[src/rtl/cga_pixel_fetch.sv]
// cga_pixel_fetch: fetches {char,attr} byte pairs of a text row from VRAM into a small first-word fall-through FIFO.
module cga_pixel_fetch #(
  parameter logic [18:0] BASE_ADDR  = 19'h00000,
  parameter int          FIFO_DEPTH = 4
) (
  input  logic        clk,
  input  logic        reset_l,
  input  logic        line_start,
  input  logic [12:0] start_addr,
  input  logic [6:0]  char_count,
  output logic [18:0] pixel_addr,
  output logic        pixel_read,
  input  logic [7:0]  pixel_data,
  output logic [15:0] fifo_data,
  output logic        fifo_valid,
  input  logic        fifo_ready,
  output logic        busy
);
  localparam int AW = $clog2(FIFO_DEPTH);
  localparam logic [AW:0] FULL = FIFO_DEPTH[AW:0];
  typedef enum logic [2:0] {IDLE, RD_CHAR, RD_ATTR, CAP_ATTR, WAIT_SPACE} state_t;
  state_t state, state_nxt;
  logic [15:0] mem [FIFO_DEPTH];
  logic [AW-1:0] wr_ptr, rd_ptr;
  logic [AW:0] cnt, cnt_nxt;
  logic [12:0] cur_addr;
  logic [6:0] remaining;
  logic [7:0] char_byte;
  logic [18:0] last_addr;
  logic start, flush, push, pop;
  assign start = line_start && char_count != 7'd0;
  assign flush = line_start && (state != IDLE || char_count == 7'd0);
  assign push = state == CAP_ATTR && !line_start;
  assign pop = fifo_valid && fifo_ready && !flush;
  assign cnt_nxt = cnt + (AW+1)'(push) - (AW+1)'(pop);
  assign fifo_valid = cnt != '0;
  assign fifo_data = fifo_valid ? mem[rd_ptr] : 16'h0000;
  always_ff @(posedge clk or negedge reset_l)
    if (!reset_l) state <= IDLE;
    else state <= state_nxt;
  // An abort always flushes, so a restart from a busy state always has room.
  always_comb begin
    state_nxt = state;
    if (line_start)
      state_nxt = !start ? IDLE : (state != IDLE || cnt < FULL) ? RD_CHAR : WAIT_SPACE;
    else
      case (state)
        RD_CHAR:    state_nxt = RD_ATTR;
        RD_ATTR:    state_nxt = CAP_ATTR;
        CAP_ATTR:   state_nxt = remaining == 7'd1 ? IDLE : cnt_nxt < FULL ? RD_CHAR : WAIT_SPACE;
        WAIT_SPACE: state_nxt = cnt < FULL ? RD_CHAR : WAIT_SPACE;
        default:    state_nxt = IDLE;
      endcase
  end
  always_comb begin
    pixel_read = state == RD_CHAR || state == RD_ATTR;
    pixel_addr = state == RD_CHAR ? BASE_ADDR + {5'b0, cur_addr, 1'b0} :
                 state == RD_ATTR ? BASE_ADDR + {5'b0, cur_addr, 1'b1} : last_addr;
    busy = state != IDLE;
  end
  always_ff @(posedge clk or negedge reset_l)
    if (!reset_l) begin
      mem <= '{default: '0};
      wr_ptr <= '0;
      rd_ptr <= '0;
      cnt <= '0;
      cur_addr <= '0;
      remaining <= '0;
      char_byte <= '0;
      last_addr <= '0;
    end else begin
      if (pixel_read) last_addr <= pixel_addr;
      if (start) begin
        cur_addr <= start_addr;
        remaining <= char_count;
      end else if (push) begin
        cur_addr <= cur_addr + 13'd1;
        remaining <= remaining - 7'd1;
      end
      if (state == RD_ATTR) char_byte <= pixel_data;
      if (flush) begin
        wr_ptr <= '0;
        rd_ptr <= '0;
        cnt <= '0;
      end else begin
        if (push) begin
          mem[wr_ptr] <= {pixel_data, char_byte};
          wr_ptr <= wr_ptr + AW'(1);
        end
        if (pop) rd_ptr <= rd_ptr + AW'(1);
        cnt <= cnt_nxt;
      end
    end
endmodule

[config.mk]
export PLATFORM = sky130hd
export DESIGN_NAME = cga_pixel_fetch
export DESIGN_NICKNAME = d
export VERILOG_FILES = /design/src/rtl/cga_pixel_fetch.sv
export SDC_FILE = /design/constraint.sdc
export NUM_CORES = 1
export LEC_CHECK = 0
export BUFFER_PORTS_ARGS = -buffer_cell sky130_fd_sc_hd__clkbuf_2
export CORE_MARGIN = 2
export CORE_UTILIZATION = 30
export DETAILED_ROUTE_END_ITERATION = 10
export GPL_ROUTABILITY_DRIVEN = 0
export HOLD_SLACK_MARGIN = 0.08
export PLACE_DENSITY = 0.5
export SYNTH_ARGS = -nofsm -noshare
export SYNTH_HDL_FRONTEND = slang
export SYNTH_SLANG_ARGS = --single-unit
[constraint.sdc]
create_clock -name clk -period 2.8 [get_ports clk]
set_clock_uncertainty 0.2 [all_clocks]
set_input_delay 0.28 -clock clk [delete_from_list [all_inputs] [get_ports clk]]
set_output_delay 0.28 -clock clk [all_outputs]
set_load 0.01 [all_outputs]
* Word level (Yosys, flattened, before mapping) *
Index checks and enable logic that the tools add are counted.

word-level totals
  flip-flop bits (word level) = 121
  input port bits = 32
  output and inout bits = 38
  logic and storage cells = 75

operators by class
  add/sub/neg operators = 6
  order comparisons = 5
  eq/ne operators = 5
  muxes and demuxes = 25
  bitwise logic cells = 3
  reductions and logical operators = 19

operators with widths
  cell                                               number
  bitwise mux 64 bit                                 1
  2-to-1 mux 16 bit                                  4
  2-to-1 mux 19 bit                                  2
  binary-select mux 16 bit (select 2 bit)            1
  demux 16 bit (select 2 bit)                        1
  2-to-1 mux 13 bit                                  2
  2-to-1 mux 3 bit                                   7
  2-to-1 mux 7 bit                                   2
  adder 13 x 1 -> 13 bit (second input constant)     1
  one-hot mux 3 bit (4 select lines)                 1
  2-to-1 mux 2 bit                                   4
  == test 7 x 1 -> 1 bit (second input constant)     1
  logical NOT 7 bit                                  1
  nonzero test 7 bit                                 1
  subtractor 7 x 1 -> 7 bit (second input constant)  1
  == test 3 x 2 -> 1 bit (second input constant)     2
  >= comparator 3 bit (second input constant)        2
  logical AND 1 bit                                  6
  < comparator 3 bit (second input constant)         2
  NOT 2 -> 3 bit                                     2
  nonzero test 2 bit                                 3
  nonzero test 3 bit                                 2
  adder 2 x 1 -> 2 bit (second input constant)       2
  adder 3 x 1 -> 3 bit                               1
  8 further kinds                                    11

* Depth between registers and ports, before layout *
Gate-level depths: netlist of the first run.

  depth in word-level cells = 11
  gate-level depth with buffers = 15
  mapped depth without buffers = 13

* Least setup slack after synthesis of the first run *
Ideal clock, no wire load.

  kind = flip-flop to flip-flop
  start point = reg state[2]
  end point = reg state[2]
  setup time = 0.122 ns
  arrival time = 2.772 ns
  required time = 2.478 ns
  path slack = -0.294 ns
  cell stages (with the launch flop) = 16
  buffers on the path = 2
  clock period less this slack = 3.094 ns
  cells stage by stage = dfrtp_1 buf_6 or3_1 a21oi_1 nor2b_1 buf_1 nor2_1 ha_1 inv_1 ha_1 inv_1 fa_1 xor2_1 xnor2_1 nor2_1 a32o_1

between the ends
  cells in the longest elaborated chain, start to end = 11
  elaborated cells between the ends (all ways) = 20
  those cells by class = add/sub: 2; order compare: 1; eq/ne: 4; mux: 6; reduce/logical: 7

ends and longest elaborated chain
  element                             RTL line  RTL
  from (decl)                         22        state_t state, state_nxt;
  from (signal assigned)              40        else state <= state_nxt;
  nonzero test 3 bit (*)              n/a
  via busy                            17        output logic busy
  logical OR 1 bit                    32        assign flush = line_start && (state != IDLE || char_count == 7'd0);
  logical AND 1 bit                   32
  logical NOT 1 bit                   34        assign pop = fifo_valid && fifo_ready && !flush;
  logical AND 1 bit                   34
  subtractor 3 x 1 -> 3 bit           35        assign cnt_nxt = cnt + (AW+1)'(push) - (AW+1)'(pop);
  < comparator 3 bit                  50        CAP_ATTR: state_nxt = remaining == 7'd1 ? IDLE : cnt_nxt < FULL ? RD_CHAR : WAIT_SPACE;
  2-to-1 mux 3 bit (2 in series)      50
  one-hot mux 3 bit (4 select lines)  47        case (state)
  2-to-1 mux 3 bit (*)                44        if (line_start)
  via state_nxt[2]                    22

The timed path passes the listed nets; every way through them passes the cells marked *.
A chain may end at the register's enable or synchronous reset.

* Worst setup path after layout of the first run *
  start point = reg state[0]
  end point = reg state[2]

between the ends
  cells in the longest elaborated chain, start to end = 11
  elaborated cells between the ends (all ways) = 20
  those cells by class = add/sub: 2; order compare: 1; eq/ne: 4; mux: 6; reduce/logical: 7

ends and longest elaborated chain
  element                                                        RTL line
  branches (longest 10 deep; another with adder 3 x 1 -> 3 bit)  n/a
  2-to-1 mux 3 bit (*)                                           44
  via state_nxt[2]                                               22

Mark *: on every way through the listed nets, which the timed path passes.

==> impl_metrics.csv, run 1 <==
group,metric,value,unit
power_and_ir_drop,p_comb_share,37.4,%
floorplanning,io_pins,70,
clock_network,cts_tree,"yes",
critical_path,r2r-start,"state[0]",
routing,drc,0,
layout,drive_gt1_share,44.79,%
logic_synthesis,syn_area_per_cell,13.13,um^2
critical_path,cp-end-kind,"register",
sta,hold_viol_final,0,
clock_network,clock_latency,0.41,ns
power_and_ir_drop,fin_total_pwr,0.007619,W
sta,fmax,0.3509,GHz
grt,grt.total_usage,13.77,%
floorplanning,coreArea,0.01889,mm^2
routing,vias_per_cell,4.717,
layout,final_cell_area,0.007521,mm^2
logic_synthesis,synth_area_leaders,"dfrtp_1 52%, mux2_2 19%, mux4_2 6.2%",
status,status,"complete, but fails checks",
critical_path,path_class,"reg2reg",
logic_synthesis,seq_area_frac_synth,51.94,%
logic_synthesis,synth_edf_count,0,
floorplanning,rows,50,
clock_network,cts_buffers,17,
routing,drt_iter0_markers,128,
floorplanning,fp.dieW,143.4,um
grt,grt_overflow,0,
place,dp_slack,-0.1658,ns
grt,antenna_found_initial,0,
logic_synthesis,async_flop_share,100.0,%
job,cap_viol_max_count,0,
sta,whs,0.1602,ns
floorplanning,die_area,0.02056,mm^2
logic_synthesis,syn-instance-count,444,
sta,maxSlewHeadroom,62.83,%
layout,diodes,0,
logic_synthesis,synth_top_area_share,51.94,%
routing,routed_wirelength,13.25,mm
sta,layout_setup_ws,-0.04957,ns
power_and_ir_drop,switching_share,32.15,%
sta,maxSlewViolCount,0,
clock_network,cts_max_path_buffers,2,
grt,grt_max_degree,53,
critical_path,crit_fanout,3,
logic_synthesis,yosys_warnings,0,
layout,multi_input_area,0.002655,mm^2
logic_synthesis,yosys.area.top_type,"dfrtp_1",
floorplanning,die_h,143.4,um
status,failed_checks,"setup timing",
critical_path,critPathRequiredTime,2.89,ns
place,dpl_cell_area,0.006556,mm^2
clock_network,path_clk_slew,0.06,ns
sta,setup_violations,1,
power_and_ir_drop,power.switching,0.002449,W
power_and_ir_drop,p_per_area,1013,mW/mm^2
sta,period_needed,2.850,ns
clock_network,cts_root_buffer,"clkbuf_16",
routing,drtAntennaViolNets,0,
power_and_ir_drop,power.leakage,3.449,nW
logic_synthesis,syn-cell-area,0.005829,mm^2
critical_path,worstPathArrival,2.94,ns
place,place_inst,771,
power_and_ir_drop,p_seq_share,32.9,%
layout,ff_latch_area,0.003028,mm^2
logic_synthesis,postSynthNetCount,486,
power_and_ir_drop,pwr-share-clk,29.7,%
sta,grt_setup_unrepaired,"yes",
place,io_buffers,69,
critical_path,critPathLaunchType,"register",
grt,grt_pass1_wl,21.74,mm
sta,tightest_slew,0.5576,ns
logic_synthesis,yosysUniqueCellTypes,49,
logic_synthesis,synthFlopType,"dfrtp_1",
place,dp_hpwl,8.567,mm
logic_synthesis,ys_ff_latch,121,
layout,instances_no_fill,836,
layout,fillers,1861,
hold_path,hold_class,"in2reg",
grt,grt_pass1_vias,4210,
critical_path,crit_path_start,"state[0]",
clock_network,cts.htree.levels,4,
layout,finish.net_count,605,
power_and_ir_drop,internal_power,0.005169,W
floorplanning,start_util,30.85,%
layout,syn2layout_area_growth,29.02,%
routing,wl_per_cell,15.85,um
sta,fin_crit_sh,101.8,%
clock_network,cts.sinks,121,
hold_path,min-delay-start,"line_start",
routing,vias,3943,
routing,drt-pass1-iter-count,4,
power_and_ir_drop,vdd_drop_max,0.5470,mV
-- cell type report --
cell class	count	share of cell area [%]
repair buffers	126	11.55
inverters	7	0.4159
clock inverters	12	1.946
multi-input cells	290	35.30
flip-flops and latches	121	40.26
well taps	260	4.325
clock buffers	20	6.205
-- logic make-up (layout without fill, tap and decap cells) --
family	Yosys count	count (layout)	share of synthesized area, %
flops	121	121	51.94
simple gates	114	114	10.69
fa+ha+maj	10	10	2.275
compound gates	36	36	4.315
buf+inv	33	165	3.112
xor+xnor	13	13	1.953
mux	117	117	25.71
-- synth_stat cells (all sizes together) (2+ instances only) --
library cell	number
xnor2	10
mux4	16
nor3b	2
mux2i	2
o21ai	10
clkbuf	6
buf	20
or3	2
a21oi	6
nor4	8
dfrtp	121
mux2	99
nand2	26
o211ai	5
nand4	4
xor2	3
and2	16
inv	7
nor3	9
nor2	19
ha	9
a221o	5
nand3	11
nor2b	13
-- state kept, by name (all words and copies together), names as in the netlist --
name,count
last_addr,19
rd_ptr,2
cnt,3
mem,64
char_byte,8
remaining,7
cur_addr,13
wr_ptr,2
state,3
-- routing by layer --
metal / up-vias / GRT usage (%) / routed length [um]
met1: 2009 / 17.17 / 6030
met3: 11 / 3.999 / 547
li1: 1844 / - / -
met5: - / 0 / 0
met2: 79 / 23.58 / 6543
met4: 0 / 3.302 / 126
-- worst max-delay path, stage by stage, from the launching register on --
cell and delay (ns):
dfrtp_1 0.39, or3_4 0.40, a21oi_2 0.13, nor2b_2 0.06, nor2_1 0.10, ha_1 0.24, inv_1 0.06, ha_1 0.12
inv_1 0.05, fa_2 0.35, xor2_2 0.17, xnor2_2 0.19, nor2_1 0.06, a32o_1 0.22
-- timing repair --
| item | in CTS | in global routing |
|---|---|---|
| buffers inserted | 1 | 0 |
| gates resized for setup | 0 | 4 |
| hold buffers | 32 | 0 |
| setup endpoints to repair | 2 | 3 |
| endpoints found under the hold margin | 103 | 0 |
| pin swaps | 1 | 0 |
-- placed cells by master, fill, tap and decap left out, drive strengths merged, types with 5 or more instances in the layout --
cell,instances
dfrtp,121
mux2,99
clkbuf,88
dlygate4sd3,32
buf,26
nand2,26
nor2,19
mux4,16
and2,16
nor2b,13
nand3,11
xnor2,10
o21ai,10
nor3,9
ha,9
inv,8
clkinv,8
nor4,8
a21oi,6
a221o,5
o211ai,5
-- worst paths after layout --
check | to | slack [ns] | cells past startpoint
max | state[2] | -0.05 | 13
min | remaining[5] | 0.16 | 4
max in group asynchronous | mem[18] | 1.35 | 3
min in group asynchronous | mem[61] | 0.22 | 2
max reg2reg | state[2] | -0.05 | 13
min reg2reg | last_addr[18] | 0.29 | 1
-- per-stage QoR --
stage	util (%)	setup TNS, ns
after floorplan	-	-0.2423
after global placement	34.70	-0.1901
after detailed placement	34.70	-0.2541
after CTS	39.68	-0.06414
after global routing	39.81	-0.3529
final	39.81	-0.04957
-- power groups by stage --
stage / logic (W) / clock network [W] / registers [W]
floorplan: 0.00200 / 0 / 0.00242
global placement: 0.00272 / 0 / 0.00249
detailed placement: 0.00278 / 0 / 0.00253
CTS: 0.00286 / 0.00232 / 0.00251
global route: 0.00313 / 0.00242 / 0.00257
finish: 0.00285 / 0.00227 / 0.00250
Power figures use the tool's default switching activity.
==> run 2: changes to the inputs <==
--- a/config.mk
+++ b/config.mk
@@ -12,6 +12,7 @@
 export GPL_ROUTABILITY_DRIVEN = 0
 export HOLD_SLACK_MARGIN = 0.08
 export PLACE_DENSITY = 0.5
+export RECOVER_POWER = 25
 export SYNTH_ARGS = -nofsm -noshare
 export SYNTH_HDL_FRONTEND = slang
 export SYNTH_SLANG_ARGS = --single-unit
==> run 2 against run 1 <==
Compared with the run above: the run still ends with setup timing left; final area down 0.25%; count of clock-buffer cells in the layout unchanged; final cell count unchanged; utilization down 0.099 points; critical endpoint unchanged; largest cell class unchanged; largest power group unchanged.
==> impl_metrics.csv, run 2 (synthesis results as in run 1) <==
group,metric,value,unit
routing,drt_iter0_markers,130,
clock_network,cts.htree.levels,4,
grt,grt_pass1_wl,21.74,mm
layout,largestRegisters,"mem x64, last_addr x19, cur_addr x13",
routing,vias,3950,
layout,instances_no_fill,836,
layout,largest_register,"mem",
layout,diodes,0,
routing,drtAntennaViolNets,0,
power_and_ir_drop,vdd_drop_max,0.5456,mV
power_and_ir_drop,fin_total_pwr,0.007612,W
place,dp_hpwl,8.567,mm
sta,grt_setup_unrepaired,"yes",
power_and_ir_drop,p_per_area,1015,mW/mm^2
floorplanning,io_pins,70,
power_and_ir_drop,power.switching,0.002451,W
clock_network,cts_max_path_buffers,2,
power_and_ir_drop,switching_share,32.20,%
place,dpl_cell_area,0.006556,mm^2
layout,drive_gt1_share,44.62,%
sta,layout_setup_ws,-0.04223,ns
floorplanning,rows,50,
grt,grt_overflow,0,
power_and_ir_drop,power.leakage,3.439,nW
critical_path,cp-end-kind,"register",
routing,drt-pass1-iter-count,4,
power_and_ir_drop,p_seq_share,32.9,%
hold_path,hold_class,"in2reg",
sta,fin_crit_sh,101.5,%
critical_path,critPathLaunchType,"register",
layout,final_common_cell,"dfrtp_1",
floorplanning,coreArea,0.01889,mm^2
sta,maxSlewHeadroom,30.55,%
sta,period_needed,2.842,ns
layout,fillers,1861,
routing,wl_per_cell,15.81,um
layout,syn2layout_area_growth,28.70,%
clock_network,cts.sinks,121,
critical_path,critPathRequiredTime,2.89,ns
routing,routed_wirelength,13.22,mm
grt,antenna_found_initial,0,
grt,grt_max_degree,53,
floorplanning,die_h,143.4,um
layout,final_cell_area,0.007502,mm^2
floorplanning,die_area,0.02056,mm^2
critical_path,worstPathArrival,2.93,ns
clock_network,cts_tree,"yes",
layout,largest_reg_flops,64,
layout,layout_common_cells,"121 x dfrtp_1, 98 x mux2_2, 69 x clkbuf_2, 32 x dlygate4sd3_1, 23 x buf_4",
routing,drc,0,
grt,grt.total_usage,13.77,%
status,failed_checks,"setup timing",
critical_path,crit_fanout,3,
sta,fmax,0.3518,GHz
routing,vias_per_cell,4.725,
power_and_ir_drop,internal_power,0.005161,W
clock_network,cts_root_buffer,"clkbuf_16",
place,place_inst,771,
job,cap_viol_max_count,0,
power_and_ir_drop,p_comb_share,37.3,%
sta,maxSlewViolCount,0,
sta,setup_violations,1,
clock_network,clock_latency,0.41,ns
critical_path,r2r_setup_slack,-0.04,ns
status,status,"complete, but fails checks",
sta,hold_viol_final,0,
power_and_ir_drop,pwr-share-clk,29.8,%
clock_network,cts_buffers,17,
floorplanning,fp.dieW,143.4,um
grt,grt_pass1_vias,4210,
clock_network,path_clk_slew,0.06,ns
layout,finish.net_count,605,
floorplanning,start_util,30.85,%
sta,setup-tns-final,-0.04223,ns
critical_path,path_class,"reg2reg",
sta,tightest_slew,1.042,ns
place,io_buffers,69,
==> run 2: cell types whose count changed in the layout (fill, tap and decap cells not counted) <==
cell      before  now
buf_12         1    0
buf_4         25   23
clkbuf_1       0    1
clkbuf_2      68   69
clkbuf_4       0    1
==> run 2: what timing repair did <==
| item | 4_1_cts | 5_1_grt |
|---|---|---|
| pin swaps | 1 | 0 |
| endpoints found under the setup margin | 2 | 3 |
| hold buffers | 32 | 0 |
| setup buffers | 1 | 0 |
| hold endpoints to repair | 103 | 0 |
| resized for setup | 0 | 4 |
==> run 2: final cells by class <==
class	instances	area [um^2]	share of cell area [%]
Inverter	7	31.28	0.4169
Timing Repair Buffer	126	849.6	11.32
Multi-Input combinational cell	290	2655	35.39
Tap cell	260	325.3	4.336
Clock inverter	12	146.4	1.951
Sequential cell	121	3028	40.36
Clock buffer	20	466.7	6.221
==> run 2: layer usage <==
layer / global-route usage, % / part of all wire [%] / vias up
met5: 0 / 0 / -
met4: 3.302 / 0.95 / 0
met3: 3.999 / 4.1 / 11
met2: 23.58 / 49 / 86
met1: 17.17 / 45 / 2012
li1: - / - / 1841
==> run 2: power by group through the flow <==
| stage | clock network [W] | registers [W] | logic, W |
|---|---|---|---|
| global route | 0.00242 | 0.00257 | 0.00312 |
| floorplan | 0 | 0.00242 | 0.00200 |
| CTS | 0.00232 | 0.00251 | 0.00286 |
| finish | 0.00227 | 0.00250 | 0.00284 |
| detailed placement | 0 | 0.00253 | 0.00278 |
| global placement | 0 | 0.00249 | 0.00272 |
==> run 2: per-stage QoR <==
step	util, %	setup slack (ns)	hold WS, ns
2_1_floorplan	-	-0.1604	-0.2156
3_3_place_gp	34.70	-0.1311	0.09980
3_5_place_dp	34.70	-0.1658	0.1022
4_1_cts	39.68	-0.06414	0.1419
5_1_grt	39.71	-0.1705	0.1786
6_report	39.71	-0.04223	0.1576
==> run 2: final timing paths <==
check	from	to	cells after the start
worst min-delay path	line_start	remaining[5]	4
worst max register to register	state[0]	state[2]	13
worst max-delay path	state[0]	state[2]	13
max in group asynchronous	reset_l	last_addr[10]	3
min in group asynchronous	reset_l	mem[61]	2
worst min register to register	last_addr[18]	last_addr[18]	1
==> run 2: critical path: stages, from the launching register on <==
cell	delay, ns
dfrtp_1	0.39
or3_4	0.40
a21oi_2	0.13
nor2b_2	0.07
nor2_1	0.10
ha_1	0.24
inv_1	0.06
ha_1	0.12
inv_1	0.05
fa_2	0.35
xor2_2	0.17
xnor2_2	0.19
nor2_1	0.06
a32o_1	0.21
==> run 3: changes to the inputs <==
--- a/config.mk
+++ b/config.mk
@@ -5,13 +5,13 @@
 export SDC_FILE = /design/constraint.sdc
 export NUM_CORES = 1
 export LEC_CHECK = 0
-export BUFFER_PORTS_ARGS = -buffer_cell sky130_fd_sc_hd__clkbuf_2
 export CORE_MARGIN = 2
 export CORE_UTILIZATION = 30
 export DETAILED_ROUTE_END_ITERATION = 10
+export DONT_BUFFER_PORTS = 1
 export GPL_ROUTABILITY_DRIVEN = 0
 export HOLD_SLACK_MARGIN = 0.08
-export PLACE_DENSITY = 0.5
+export PLACE_DENSITY = 0.47
 export RECOVER_POWER = 25
 export SYNTH_ARGS = -nofsm -noshare
 export SYNTH_HDL_FRONTEND = slang
==> run 3 against run 2 <==
Compared with the run above: non-clock buffer count down 72; setup slack worse by 0.026 ns; largest power group unchanged; utilization down 2.1 points; sequential power about the same; the run ends with hold timing, setup timing left.
==> impl_metrics.csv, run 3 (synthesis results as in run 1) <==
group,metric,value,unit
status,status,"complete, but fails checks",
status,failed_checks,"hold timing, setup timing",
routing,wl_per_cell,16.57,um
clock_network,cts.htree.levels,4,
sta,layout_setup_ws,-0.06798,ns
sta,maxSlewViolCount,0,
layout,diodes,0,
floorplanning,die_area,0.02056,mm^2
job,cap_viol_max_count,0,
clock_network,cts.sinks,121,
grt,grt_overflow,0,
layout,final_common_cell,"dfrtp_1",
routing,routed_wirelength,12.64,mm
routing,drt_iter0_markers,157,
hold_path,hold_class,"in2async",
floorplanning,die_h,143.4,um
floorplanning,io_pins,70,
place,dp_hpwl,7.965,mm
layout,largestRegisters,"mem x64, last_addr x19, cur_addr x13",
routing,drt-pass1-iter-count,4,
grt,grt_pass1_vias,3858,
layout,fillers,1878,
place,dp_slack,-0.1111,ns
place,io_buffers,0,
critical_path,cp-end-kind,"register",
layout,largest_register,"mem",
sta,fmax,0.3487,GHz
floorplanning,coreArea,0.01889,mm^2
critical_path,critPathRequiredTime,2.90,ns
layout,finish.net_count,533,
power_and_ir_drop,p_seq_share,34.4,%
routing,vias_per_cell,4.742,
layout,layout_common_cells,"121 x dfrtp_1, 98 x mux2_2, 33 x dlygate4sd3_1, 22 x nand2_1, 20 x buf_4",
layout,instances_no_fill,763,
floorplanning,start_util,30.85,%
clock_network,cts_tree,"yes",
routing,drtAntennaViolNets,0,
clock_network,cts_root_buffer,"clkbuf_16",
sta,tightest_slew,0.5383,ns
power_and_ir_drop,vdd_drop_max,0.4948,mV
power_and_ir_drop,power.leakage,3.106,nW
clock_network,cts_hold_buffers,33,
sta,setup-tns-final,-0.1085,ns
routing,drc,0,
routing,vias,3618,
sta,setup_violations,2,
sta,period_needed,2.868,ns
clock_network,cts_buffers,17,
clock_network,path_clk_slew,0.05,ns
critical_path,r2r_setup_slack,-0.07,ns
clock_network,cts_max_path_buffers,2,
grt,grt_max_degree,122,
grt,grt.total_usage,13.26,%
sta,hold_viol_final,121,
power_and_ir_drop,switching_share,31.96,%
layout,largest_reg_flops,64,
critical_path,critPathLaunchType,"register",
critical_path,path_class,"reg2reg",
sta,grt_setup_unrepaired,"yes",
critical_path,worstPathArrival,2.97,ns
power_and_ir_drop,internal_power,0.004898,W
floorplanning,fp.dieW,143.4,um
place,place_inst,697,
floorplanning,rows,50,
sta,fin_crit_sh,102.4,%
grt,antenna_found_initial,0,
clock_network,clock_latency,0.41,ns
sta,maxSlewHeadroom,64.04,%
layout,drive_gt1_share,35.98,%
critical_path,r2r_cells,13,
sta,whs,-0.6376,ns
power_and_ir_drop,pwr-share-clk,29.1,%
grt,grt_pass1_wl,20.68,mm
power_and_ir_drop,power.switching,0.002301,W
power_and_ir_drop,p_comb_share,36.4,%
layout,syn2layout_area_growth,21.83,%
power_and_ir_drop,p_per_area,1014,mW/mm^2
critical_path,crit_fanout,3,
[run 3: worst paths after layout]
kind	startpoint	endpoint
worst max-delay path	state[0]	state[2]
worst min-delay path	reset_l	mem[62]
worst max register to register	state[0]	state[2]
worst min register to register	last_addr[14]	last_addr[14]
max in group asynchronous	reset_l	mem[3]
min in group clk	line_start	cnt[2]
[run 3: worst max-delay path, stage by stage (launching register included)]
cell and delay [ns]:
dfrtp_1 0.38, or3_4 0.40, a21oi_2 0.11, nor2b_1 0.07
nor2_1 0.10, ha_1 0.24, inv_1 0.06, ha_1 0.13
inv_1 0.05, fa_2 0.35, xor2_2 0.17, xnor2_2 0.21
nor2_1 0.07, a32o_1 0.21
[run 3: cell type report]
type | count | area, um^2 | share of cell area (%)
clock buffers | 24 | 501.7 | 7.065
clock inverters | 7 | 66.31 | 0.9338
inverters | 7 | 31.28 | 0.4405
multi-input cells | 290 | 2658 | 37.42
flip-flops and latches | 121 | 3028 | 42.64
well taps | 260 | 325.3 | 4.581
repair buffers | 54 | 491.7 | 6.924
[run 3: power groups by stage]
stage | combinational [W] | sequential, W | clock [W]
6_report | 0.00262 | 0.00248 | 0.00210
2_1_floorplan | 0.00200 | 0.00242 | 0
5_1_grt | 0.00287 | 0.00255 | 0.00224
3_5_place_dp | 0.00248 | 0.00251 | 0
4_1_cts | 0.00263 | 0.00249 | 0.00216
3_3_place_gp | 0.00243 | 0.00249 | 0
[run 3: what timing repair did]
action                     CTS  global route
setup endpoints to repair    2             4
pin swaps                    4             2
hold endpoints to repair   186           121
gates cloned                 0             0
gates resized for setup      2             2
setup buffers                1             1
[run 3: metal layers]
metal  track usage (%)  vias up  share of wire, %
met5                 0        -                 0
met4             4.644        0               1.3
met3             3.865        9               3.8
met2             22.63       66                50
met1             15.98     1843                45
li1                  -     1700                 -
[run 3: per-stage QoR]
step           utilization, %  instance area (um^2)  total power, W  hold slack [ns]
2_1_floorplan               -                  5858        0.004426          -0.2156
3_3_place_gp            32.62                  6163        0.004923          -0.2127
3_5_place_dp            32.62                  6163        0.004992          -0.2121
4_1_cts                 37.50                  7084        0.007276          -0.6598
5_1_grt                 37.59                  7102        0.007657          -0.6649
6_report                37.59                  7102        0.007199          -0.6376
